$ cat src/rtl/fp16_to_int_converter.sv
// FP16 (1/5/10, bias 15) to signed integer converter, one alignment shift per cycle.
// Optional build macro FP2INT_RNE_EN: round to nearest-even; otherwise truncate toward zero.
module fp16_to_int_converter #(
    parameter int OUT_WIDTH = 16
) (
    input  logic                 clk,
    input  logic                 rst_n,
    input  logic                 in_valid,
    output logic                 in_ready,
    input  logic [15:0]          x,
    output logic                 out_valid,
    input  logic                 out_ready,
    output logic [OUT_WIDTH-1:0] r,
    output logic                 negative,
    output logic                 zero,
    output logic                 overflow,
    output logic                 inf,
    output logic                 nan,
    output logic                 inexact
);

    localparam int CW = (OUT_WIDTH > 16) ? OUT_WIDTH + 1 : 17;
    localparam logic [OUT_WIDTH-1:0] MAX_POS = {1'b0, {(OUT_WIDTH-1){1'b1}}};
    localparam logic [OUT_WIDTH-1:0] MIN_NEG = {1'b1, {(OUT_WIDTH-1){1'b0}}};
    localparam logic [CW-1:0]        LIM_POS = CW'(MAX_POS);
    localparam logic [CW-1:0]        LIM_NEG = CW'(MIN_NEG);
    localparam logic [5:0]           SAT_E   = 6'(OUT_WIDTH + 14);

    typedef enum logic [1:0] {IDLE, SHIFT, ROUND, DONE} state_t;

    state_t                 state_q, state_d;
    logic                   sign_q, sign_d;
    logic [16:0]            mag_q, mag_d;
    logic                   guard_q, guard_d;
    logic                   sticky_q, sticky_d;
    logic                   left_q, left_d;
    logic [3:0]             cnt_q, cnt_d;
    logic                   out_valid_q, out_valid_d;
    logic [OUT_WIDTH-1:0]   r_q, r_d;
    logic                   neg_q, neg_d, zero_q, zero_d, ovf_q, ovf_d;
    logic                   inf_q, inf_d, nan_q, nan_d, inx_q, inx_d;

    logic [4:0]             x_exp, e_eff, rdist;
    logic [9:0]             x_man;
    logic [10:0]            m_in;
    logic                   inc, ovf_rnd, load;
    logic [16:0]            mag_rnd;
    logic [CW-1:0]          mag_ext;
    logic [OUT_WIDTH-1:0]   mag_w;

    assign x_exp = x[14:10];
    assign x_man = x[9:0];
    assign e_eff = (x_exp == 5'd0) ? 5'd1 : x_exp;
    assign m_in  = {x_exp != 5'd0, x_man};
    assign rdist = 5'd25 - e_eff;

`ifdef FP2INT_RNE_EN
    assign inc = guard_q & (sticky_q | mag_q[0]);
`else
    assign inc = 1'b0;
`endif

    assign mag_rnd = mag_q + 17'(inc);
    assign mag_ext = CW'(mag_rnd);
    assign ovf_rnd = sign_q ? (mag_ext > LIM_NEG) : (mag_ext > LIM_POS);
    assign mag_w   = mag_ext[OUT_WIDTH-1:0];

    always_comb begin
        state_d     = state_q;
        sign_d      = sign_q;
        mag_d       = mag_q;
        guard_d     = guard_q;
        sticky_d    = sticky_q;
        left_d      = left_q;
        cnt_d       = cnt_q;
        out_valid_d = out_valid_q;
        r_d         = r_q;
        neg_d       = neg_q;
        zero_d      = zero_q;
        ovf_d       = ovf_q;
        inf_d       = inf_q;
        nan_d       = nan_q;
        inx_d       = inx_q;
        load        = 1'b0;

        unique case (state_q)
            IDLE: begin
                if (in_valid) begin
                    sign_d = x[15];
                    if (x_exp == 5'h1F) begin
                        state_d     = DONE;
                        out_valid_d = 1'b1;
                        load        = 1'b1;
                        inx_d       = 1'b0;
                        nan_d       = (x_man != 10'd0);
                        inf_d       = (x_man == 10'd0);
                        ovf_d       = (x_man == 10'd0);
                        r_d         = (x_man != 10'd0) ? '0 : (x[15] ? MIN_NEG : MAX_POS);
                    end else if ({1'b0, e_eff} >= SAT_E) begin
                        // -2^(W-1) is representable exactly, so it alone does not flag overflow
                        state_d     = DONE;
                        out_valid_d = 1'b1;
                        load        = 1'b1;
                        r_d         = x[15] ? MIN_NEG : MAX_POS;
                        ovf_d       = !(x[15] && ({1'b0, e_eff} == SAT_E) && (x_man == 10'd0));
                        inf_d       = 1'b0;
                        nan_d       = 1'b0;
                        inx_d       = 1'b0;
                    end else begin
                        mag_d    = 17'(m_in);
                        guard_d  = 1'b0;
                        sticky_d = 1'b0;
                        if (e_eff >= 5'd25) begin
                            left_d = 1'b1;
                            cnt_d  = 4'(e_eff - 5'd25);
                        end else begin
                            left_d = 1'b0;
                            cnt_d  = (rdist > 5'd12) ? 4'd12 : 4'(rdist);
                        end
                        state_d = (cnt_d == 4'd0) ? ROUND : SHIFT;
                    end
                end
            end
            SHIFT: begin
                if (left_q) begin
                    mag_d = mag_q << 1;
                end else begin
                    mag_d    = mag_q >> 1;
                    guard_d  = mag_q[0];
                    sticky_d = sticky_q | guard_q;
                end
                cnt_d = cnt_q - 4'd1;
                if (cnt_q == 4'd1) state_d = ROUND;
            end
            ROUND: begin
                state_d     = DONE;
                out_valid_d = 1'b1;
                load        = 1'b1;
                ovf_d       = ovf_rnd;
                inf_d       = 1'b0;
                nan_d       = 1'b0;
                inx_d       = guard_q | sticky_q;
                if (ovf_rnd) r_d = sign_q ? MIN_NEG : MAX_POS;
                else         r_d = sign_q ? ('0 - mag_w) : mag_w;
            end
            DONE: begin
                if (out_ready) begin
                    state_d     = IDLE;
                    out_valid_d = 1'b0;
                end
            end
            default: state_d = IDLE;
        endcase

        if (load) begin
            neg_d  = r_d[OUT_WIDTH-1];
            zero_d = (r_d == '0);
        end
    end

    always_ff @(posedge clk or negedge rst_n) begin
        if (!rst_n) begin
            state_q     <= IDLE;
            sign_q      <= 1'b0;
            mag_q       <= '0;
            guard_q     <= 1'b0;
            sticky_q    <= 1'b0;
            left_q      <= 1'b0;
            cnt_q       <= '0;
            out_valid_q <= 1'b0;
            r_q         <= '0;
            neg_q       <= 1'b0;
            zero_q      <= 1'b0;
            ovf_q       <= 1'b0;
            inf_q       <= 1'b0;
            nan_q       <= 1'b0;
            inx_q       <= 1'b0;
        end else begin
            state_q     <= state_d;
            sign_q      <= sign_d;
            mag_q       <= mag_d;
            guard_q     <= guard_d;
            sticky_q    <= sticky_d;
            left_q      <= left_d;
            cnt_q       <= cnt_d;
            out_valid_q <= out_valid_d;
            r_q         <= r_d;
            neg_q       <= neg_d;
            zero_q      <= zero_d;
            ovf_q       <= ovf_d;
            inf_q       <= inf_d;
            nan_q       <= nan_d;
            inx_q       <= inx_d;
        end
    end

    assign in_ready  = (state_q == IDLE);
    assign out_valid = out_valid_q;
    assign r         = r_q;
    assign negative  = neg_q;
    assign zero      = zero_q;
    assign overflow  = ovf_q;
    assign inf       = inf_q;
    assign nan       = nan_q;
    assign inexact   = inx_q;

endmodule

$ cat config.mk
export PLATFORM = sky130hd
export DESIGN_NAME = fp16_to_int_converter
export DESIGN_NICKNAME = d
export VERILOG_FILES = /design/src/rtl/fp16_to_int_converter.sv
export SDC_FILE = /design/constraint.sdc
export NUM_CORES = 1
export LEC_CHECK = 0
export CAP_MARGIN = 20
export CORE_ASPECT_RATIO = 0.6
export CORE_UTILIZATION = 30
export DETAILED_ROUTE_END_ITERATION = 8
export PLACE_DENSITY = 0.55
export SLEW_MARGIN = 30
export SYNTH_ARGS = -nofsm -noshare
export SYNTH_HDL_FRONTEND = slang
export SYNTH_SLANG_ARGS = --single-unit
$ cat constraint.sdc
create_clock -name clk -period 4.35 [get_ports clk]
set_input_delay 0.87 -clock clk [delete_from_list [all_inputs] [get_ports clk]]
set_output_delay 0.87 -clock clk [all_outputs]
set_load 0.05 [all_outputs]
Word-level counts from Yosys, hierarchy flattened
Index checks and enable logic that the tools add are counted.
{ "op_classes": {"addsub": 4, "order_cmp": 5, "eq_ne": 13, "mux": 64, "bitwise": 3, "reduce_logical": 20} }
{ "ops": {"columns": ["cell", "n"], "rows": [
  ["16-bit two-way mux", 8],
  ["17-bit two-way mux", 4],
  ["4-bit two-way mux", 9],
  ["17-bit one-hot mux with 2 select lines", 1],
  ["16-bit one-hot mux with 2 select lines", 1],
  ["1-bit two-way mux", 24],
  ["17-bit by 15-bit > comparator with 1-bit output, second input constant", 1],
  ["17-bit by 16-bit > comparator with 1-bit output, second input constant", 1],
  ["16-bit zero test", 1],
  ["1-bit by 16-bit subtractor with 16-bit output, first input constant", 1],
  ["1-bit one-hot mux with 2 select lines", 7],
  ["2-bit two-way mux", 6],
  ["2-bit != test, second input constant", 6],
  ["4-bit AND reduction", 3],
  ["5-bit equality test, second input constant", 2],
  ["5-bit >= comparator, second input constant", 2],
  ["10-bit zero test", 1],
  ["10-bit nonzero test", 1],
  ["2-bit one-hot mux with 4 select lines", 1],
  ["4-bit one-hot mux with 2 select lines", 1],
  ["3-bit AND reduction", 2],
  ["5-bit by 4-bit > comparator with 1-bit output, second input constant", 1],
  ["5-bit zero test", 1],
  ["5-bit two-way mux", 1],
  ["other kinds (19)", 23]
]} }
{ "totals": {"ff_bits": 50, "in_bits": 20, "out_inout_bits": 24, "elab_cells": 124} }

Depth between registers and ports, before layout
Gate-level depths: netlist of the first run.
{ "logic_depth": {"ltp_word": 16, "mapped_depth": 11, "ltp_nobuf": 9} }

Worst setup path after synthesis of the first run
No wires, ideal clock.
{ "synth_path": {"path_type": "reg2reg", "from": "register mag_q[1]", "to": "register zero_q (netlist: zero)", "setup_ns": 0.092, "t_arrival_ns": 2.932, "required_time_ns": 4.258, "path_slack_ns": 1.326, "stages_incl_launch_ff": 11, "path_buffers": 1, "synth_period_minus_slack_ns": 3.024, "path_cell_list": "dfrtp_1 inv_1 ha_1 or3b_2 clkbuf_1 or4_4 o21a_1 or4b_4 a211oi_2 nand4_1 o31ai_2"} }
{ "synth_via": {"elab_chain_len": 5, "word_cells_on_any_way": 8, "cone_classes": "add/sub (1); order compare (2); mux (4); reduce/logical (1)"} }
{ "synth_lines": {"columns": ["element", "line_no", "source"], "rows": [
  ["from (decl)", "33", "logic [16:0] mag_q, mag_d;"],
  ["from (signal assigned)", "181", "mag_q <= mag_d;"],
  ["1-bit by 16-bit subtractor with 16-bit output, or another cell as far along", "144", "else r_d = sign_q ? ('0 - mag_w) : mag_w;"],
  ["16-bit two-way mux or 1-bit two-way mux (tied branches)", "144, 65", null],
  ["16-bit two-way mux *", "143", "if (ovf_rnd) r_d = sign_q ? MIN_NEG : MAX_POS;"],
  ["16-bit one-hot mux with 2 select lines *", "86", "unique case (state_q)"],
  ["16-bit zero test *", "157", "zero_d = (r_d == '0);"],
  ["to (signal assigned)", "189", "zero_q <= zero_d;"],
  ["to (decl)", "40", "logic neg_q, neg_d, zero_q, zero_d, ovf_q, ovf_d;"]
]} }
Mark *: on every way between the ends. The rest lies on a longest branch, timed or not.
A chain may end at the register's enable or synchronous reset.

Worst setup path after layout of the first run
{ "layout_path": {"from": "register mag_q[0]", "to": "register zero_q (netlist: zero)"} }
The elaborated chain is that of the path after synthesis.

==> results of run 1 <==
per-stage QoR:
stage / cell area [sq um] / hold slack [ns] / utilization [%] / instances / worst slack [ns]
after detailed placement: 3926 / 0.4685 / 36.07 / 561 / 0.8468
after CTS: 4091 / 0.4847 / 37.59 / 569 / 0.9262
after floorplan: 3455 / 0.4917 / - / 404 / 1.326
after global placement: 3926 / 0.4549 / 36.07 / 561 / 0.8396
after global routing: 4091 / 0.5164 / 37.59 / 569 / 0.6263
final: 4091 / 0.4802 / 37.59 / 569 / 0.8784
kinds of logic after synthesis:
| logic type | synth area share, % |
|---|---|
| buf+inv | 6.954 |
| simple gates | 19.16 |
| xor+xnor | 4.057 |
| fa+ha+maj | 4.709 |
| flops | 36.22 |
| compound gates | 22.64 |
| mux | 6.266 |
power groups by stage:
stage	logic (mW)	registers (mW)	clock network, mW
global placement	1.79	0.903	0
CTS	1.82	0.898	0.462
finish	1.82	0.902	0.454
global route	1.99	0.935	0.480
floorplan	1.11	1.10	0
detailed placement	1.81	0.908	0
cells in the mapped netlist, types with 6 or more instances:
library cell / instances / area [sq um]
a21oi_1: 20 / 100.1
a31oi_1: 9 / 56.30
clkbuf_1: 18 / 67.56
dfrtp_1: 50 / 1251
ha_1: 13 / 162.7
inv_1: 19 / 71.32
mux2i_1: 16 / 160.2
nand2_1: 56 / 210.2
nand2b_1: 6 / 37.54
nand3_1: 9 / 45.04
nor2_1: 21 / 78.83
o21ai_0: 49 / 245.2
o31ai_1: 12 / 90.09
xnor2_1: 7 / 61.31
xor2_1: 9 / 78.83
flip-flops by register name (all words and copies together) (netlist names):
signal	cells
sticky_q	1
negative	1
guard_q	1
zero	1
left_q	1
nan	1
inexact	1
state_q	2
mag_q	17
cnt_q	4
out_valid	1
overflow	1
r	16
inf	1
sign_q	1
worst paths after layout:
check / to / depth (start not counted)
worst max-delay path: zero / 9
worst min-delay path: inexact / 2
worst max register to register: zero / 9
worst min register to register: inexact / 2
max in group asynchronous: mag_q[13] / 2
min in group asynchronous: out_valid / 2
metal layers:
| metal | vias up | global-route usage, % |
|---|---|---|
| li1 | 1508 | - |
| met1 | 1502 | 29.30 |
| met5 | - | 0 |
| met2 | 102 | 20.09 |
| met4 | 0 | 3.854 |
| met3 | 8 | 3.330 |
critical path, stage by stage, from the launching register on:
cell	delay, ns
dfrtp_1	0.48
inv_1	0.14
ha_1	0.16
or3b_2	0.53
or4_4	0.53
o21ai_1	0.55
a31oi_1	0.24
nor4b_1	0.40
nand4_1	0.16
o31ai_2	0.19
cell type report:
cell class	instances	area share, %
tap	139	4.251
inverter	19	1.743
sequential	50	30.58
multi-input combinational	305	48.07
clock inverter	3	0.9786
clock buffer	5	3.058
timing repair buffer	48	11.31
==> out/results.ini, run 1 <==
[sta]
final_hold_viol_count = 0
finalCritPeriodShare_pct = 79.81
grt_setup_unrepaired = no
drv_slew = 0
fin_crit_ns = 3.472
relSlewSlack_pct = 38.56
max_slew.worst_pin.slew_ns = 0.9217
setup_tns_ns = 0
setup_viol = 0
fmax_ghz = 0.2880
fin_skew_ns = 0.007666

[synth]
synth_cells = 404
synth_edf_count = 0
async_reset_ff_share_pct = 100.0
synth_nets = 437
ys_ff_latch = 50
synth_seq_area_share_pct = 36.22
synth-main-ff-cell = dfrtp_1
synth-warning-count = 0
syn_area_sq_um = 3455
synth_cell_types = 65
avgSynthCellArea_sq_um = 8.551

[clocking]
htreeDepth = 2
tritoncts = built
clk_latency_ns = 0.30
cts_buffers = 5
cts_root_buf = clkbuf_16
clock_sinks = 50
post_cts_buffers = 0
ctsResizeCount = 0
clock_path_buffers = 2
path_clk_slew_ns = 0.07
hold_buffers = 0

[floorplanning]
num_rows = 29
dieArea_sq_um = 11960
start_util_pct = 31.74
ios = 44
dieHeight_microns = 85.12
core_sq_um = 10890
die_w_microns = 140.5

[flow_run]
drv_cap = 0

[outcome]
outcome = completed

[drt]
viasPerCell = 5.483
met3_length_microns = 546
wl_met1_microns = 5667
finalWirelength_microns = 9722
drt_iter0_drc = 212
vias = 3120
ant_nets = 0
detail_route.wl_per_cell_microns = 17.09
wl_met2_microns = 3427
drt_first_pass_iters = 5
drcViolationCount = 0
top_layer = met4

[min_path]
worstHoldPathType = reg2reg
worstHoldStart = inexact

[worst_setup_path]
startpoint = mag_q[0]
cp-end-kind = register
critPathMaxFanout = 11
start_kind = register
worstPathRequired_ns = 4.56
r2r_start = mag_q[0]
crit_type = reg2reg
arrival_ns = 3.69
reg2reg_slack_ns = 0.88

[cells_and_area]
drive_above_1_share_pct = 7.907
antenna_cells = 0
mostFrequentLayoutCells = nand2_1, dfrtp_1, o21ai_0
layout_commonest_cell = nand2_1
nets = 462
multiInputGateArea_sq_um = 1967
area_delta_synth_final_pct = 18.44
fill_cells = 1091
seq_area_sq_um = 1251

[placement]
port_buffers = 43
hpwl_microns = 7364
routabilityCongestion = 0.8037

[global_route]
antenna_found_initial = 0
grt_max_degree = 51
grt_usage_pct = 17.01
grt_overflow = 0
grt_pass1_wl_microns = 15710
grt_pass1_vias = 2753

[pwr]
power_density_nw_per_um2 = 776.5
pwr-share-clk_pct = 14.3
p_sw_share_pct = 49.42
peakVddDrop_mv = 0.2099
p_leak_nw = 1.696
p_sw_mw = 1.570
pwr-share-seq_pct = 28.4
power_mw = 3.177
p_int_mw = 1.607
p_comb_share_pct = 57.3

Note: power is estimated with default switching activity, not from simulation.
==> run 2: changes to the inputs <==
==> constraint.sdc (replaced) <==
create_clock -name clk -period 3.3 [get_ports clk]
set_input_delay 0.66 -clock clk [delete_from_list [all_inputs] [get_ports clk]]
set_output_delay 0.66 -clock clk [all_outputs]
set_load 0.05 [all_outputs]
==> out/results.ini, run 2 (synthesis results as in run 1) <==
[outcome]
outcome = completed

[cells_and_area]
largest_register_ffs = 17
nets = 482
fill_cells = 1111
antenna_cells = 0
regMostFlops = mag_q
final_area_sq_um = 4232
area_delta_synth_final_pct = 22.49
seq_area_sq_um = 1251
mostFrequentLayoutCells = nand2_1, dfrtp_1, o21ai_0
fin_util_pct = 38.87
layout_commonest_cell = nand2_1
drive_above_1_share_pct = 12.03
multiInputGateArea_sq_um = 1977
fin_cells = 588

[drt]
ant_nets = 0
detail_route.wl_per_cell_microns = 16.76
drt_iter0_drc = 297
finalWirelength_microns = 9856
viasPerCell = 5.359
drt_first_pass_iters = 5
vias = 3151
drcViolationCount = 0

[clocking]
cts_buffers = 5
htreeDepth = 2
clock_path_buffers = 2
clock_sinks = 50
path_clk_slew_ns = 0.06
clk_latency_ns = 0.29
tritoncts = built
post_cts_buffers = 0
cts_root_buf = clkbuf_16

[sta]
max_slew.worst_pin.slew_ns = 0.9467
relSlewSlack_pct = 36.89
final_hold_viol_count = 0
grt_setup_unrepaired = no
setup_tns_ns = 0
fin_skew_ns = 0.005118
fmax_ghz = 0.3178
setup_ws_ns = 0.1531
finalCritPeriodShare_pct = 95.36
fin_crit_ns = 3.147
setup_viol = 0
drv_slew = 0

[floorplanning]
dieArea_sq_um = 11960
ios = 44
start_util_pct = 31.74
num_rows = 29
die_w_microns = 140.5
dieHeight_microns = 85.12
core_sq_um = 10890

[worst_setup_path]
r2r_start = mag_q[1]
reg2reg_slack_ns = 0.15
startpoint = mag_q[1]
reg2reg_to = zero
critPathMaxFanout = 7
crit_type = reg2reg
cp-end-kind = register
arrival_ns = 3.35
start_kind = register
reg2regPathDepth = 9
worstPathRequired_ns = 3.50

[pwr]
p_leak_nw = 1.783
peakVddDrop_mv = 0.2472
power_density_nw_per_um2 = 1004

[placement]
routabilityCongestion = 0.8420
port_buffers = 43
postPlaceCellArea_sq_um = 4089
placed_cells = 581
place_ws_ns = 0.1449
hpwl_microns = 7568

[global_route]
grt_overflow = 0
grt_pass1_vias = 2807
grt_max_degree = 36
grt_pass1_wl_microns = 15890
antenna_found_initial = 0
grt_usage_pct = 17.23

[flow_run]
drv_cap = 0

[min_path]
worstHoldPathType = in2async

-- run 2: what timing repair did --
item                                    CTS  global route
gates resized for setup                   0             3
endpoints found under the setup margin    0             1
hold buffers                              0             0
-- run 2: worst max-delay path by stage --
stage	cells after the start	end	slack [ns]
final	9	zero	0.15
after global routing	9	zero	0.04
after CTS	10	zero	0.12
after detailed placement	10	zero	0.14
after global placement	9	zero	0.22
after floorplan	10	zero	0.28
-- run 2: layer usage --
| metal | vias to the layer above | track usage [%] | routed length, microns |
|---|---|---|---|
| met5 | - | 0 | 0 |
| met2 | 100 | 20.95 | 3466 |
| li1 | 1547 | - | - |
| met1 | 1499 | 29.37 | 5812 |
| met3 | 5 | 3.330 | 523 |
| met4 | 0 | 3.557 | 53 |
-- run 2: worst max-delay path: stages (launching register included) --
cell and delay (ns):
dfrtp_1 0.45, inv_2 0.12, ha_1 0.16, or3b_2 0.53, or4_4 0.54, o21a_1 0.19, or4b_4 0.53, a211oi_2 0.23
nand4_1 0.13, o31ai_2 0.18
-- run 2: area by class of cell --
| cell class | count | area share (%) |
|---|---|---|
| sequential | 50 | 29.57 |
| timing repair buffer | 68 | 14.78 |
| multi-input combinational | 305 | 46.72 |
| inverter | 19 | 1.685 |
| tap | 139 | 4.110 |
| clock buffer | 7 | 3.134 |
-- run 2: power breakdown --
| part | internal (mW) | switching [mW] | total, mW | leakage, nW |
|---|---|---|---|---|
| clock network | 0.278 | 0.218 | 0.496 | 0.0640 |
| registers | 0.867 | 0.222 | 1.09 | 0.629 |
| logic | 1.02 | 1.65 | 2.66 | 1.09 |
-- run 2: through the flow --
step                      power (mW)  hold slack (ns)
after floorplan                2.913           0.3644
after global placement         3.699           0.4580
after detailed placement       3.729           0.4677
after CTS                      4.239           0.4808
after global routing           4.569           0.4938
final                          4.250           0.4330
==> run 3: changes to the inputs <==
--- a/config.mk
+++ b/config.mk
@@ -10,6 +10,7 @@
 export CORE_UTILIZATION = 30
 export DETAILED_ROUTE_END_ITERATION = 8
 export PLACE_DENSITY = 0.55
+export SKIP_CTS_REPAIR_TIMING = 1
 export SLEW_MARGIN = 30
 export SYNTH_ARGS = -nofsm -noshare
 export SYNTH_HDL_FRONTEND = slang
==> results of run 3 <==
Same layout as run 2: the final DEF is identical, and so are final timing and power.
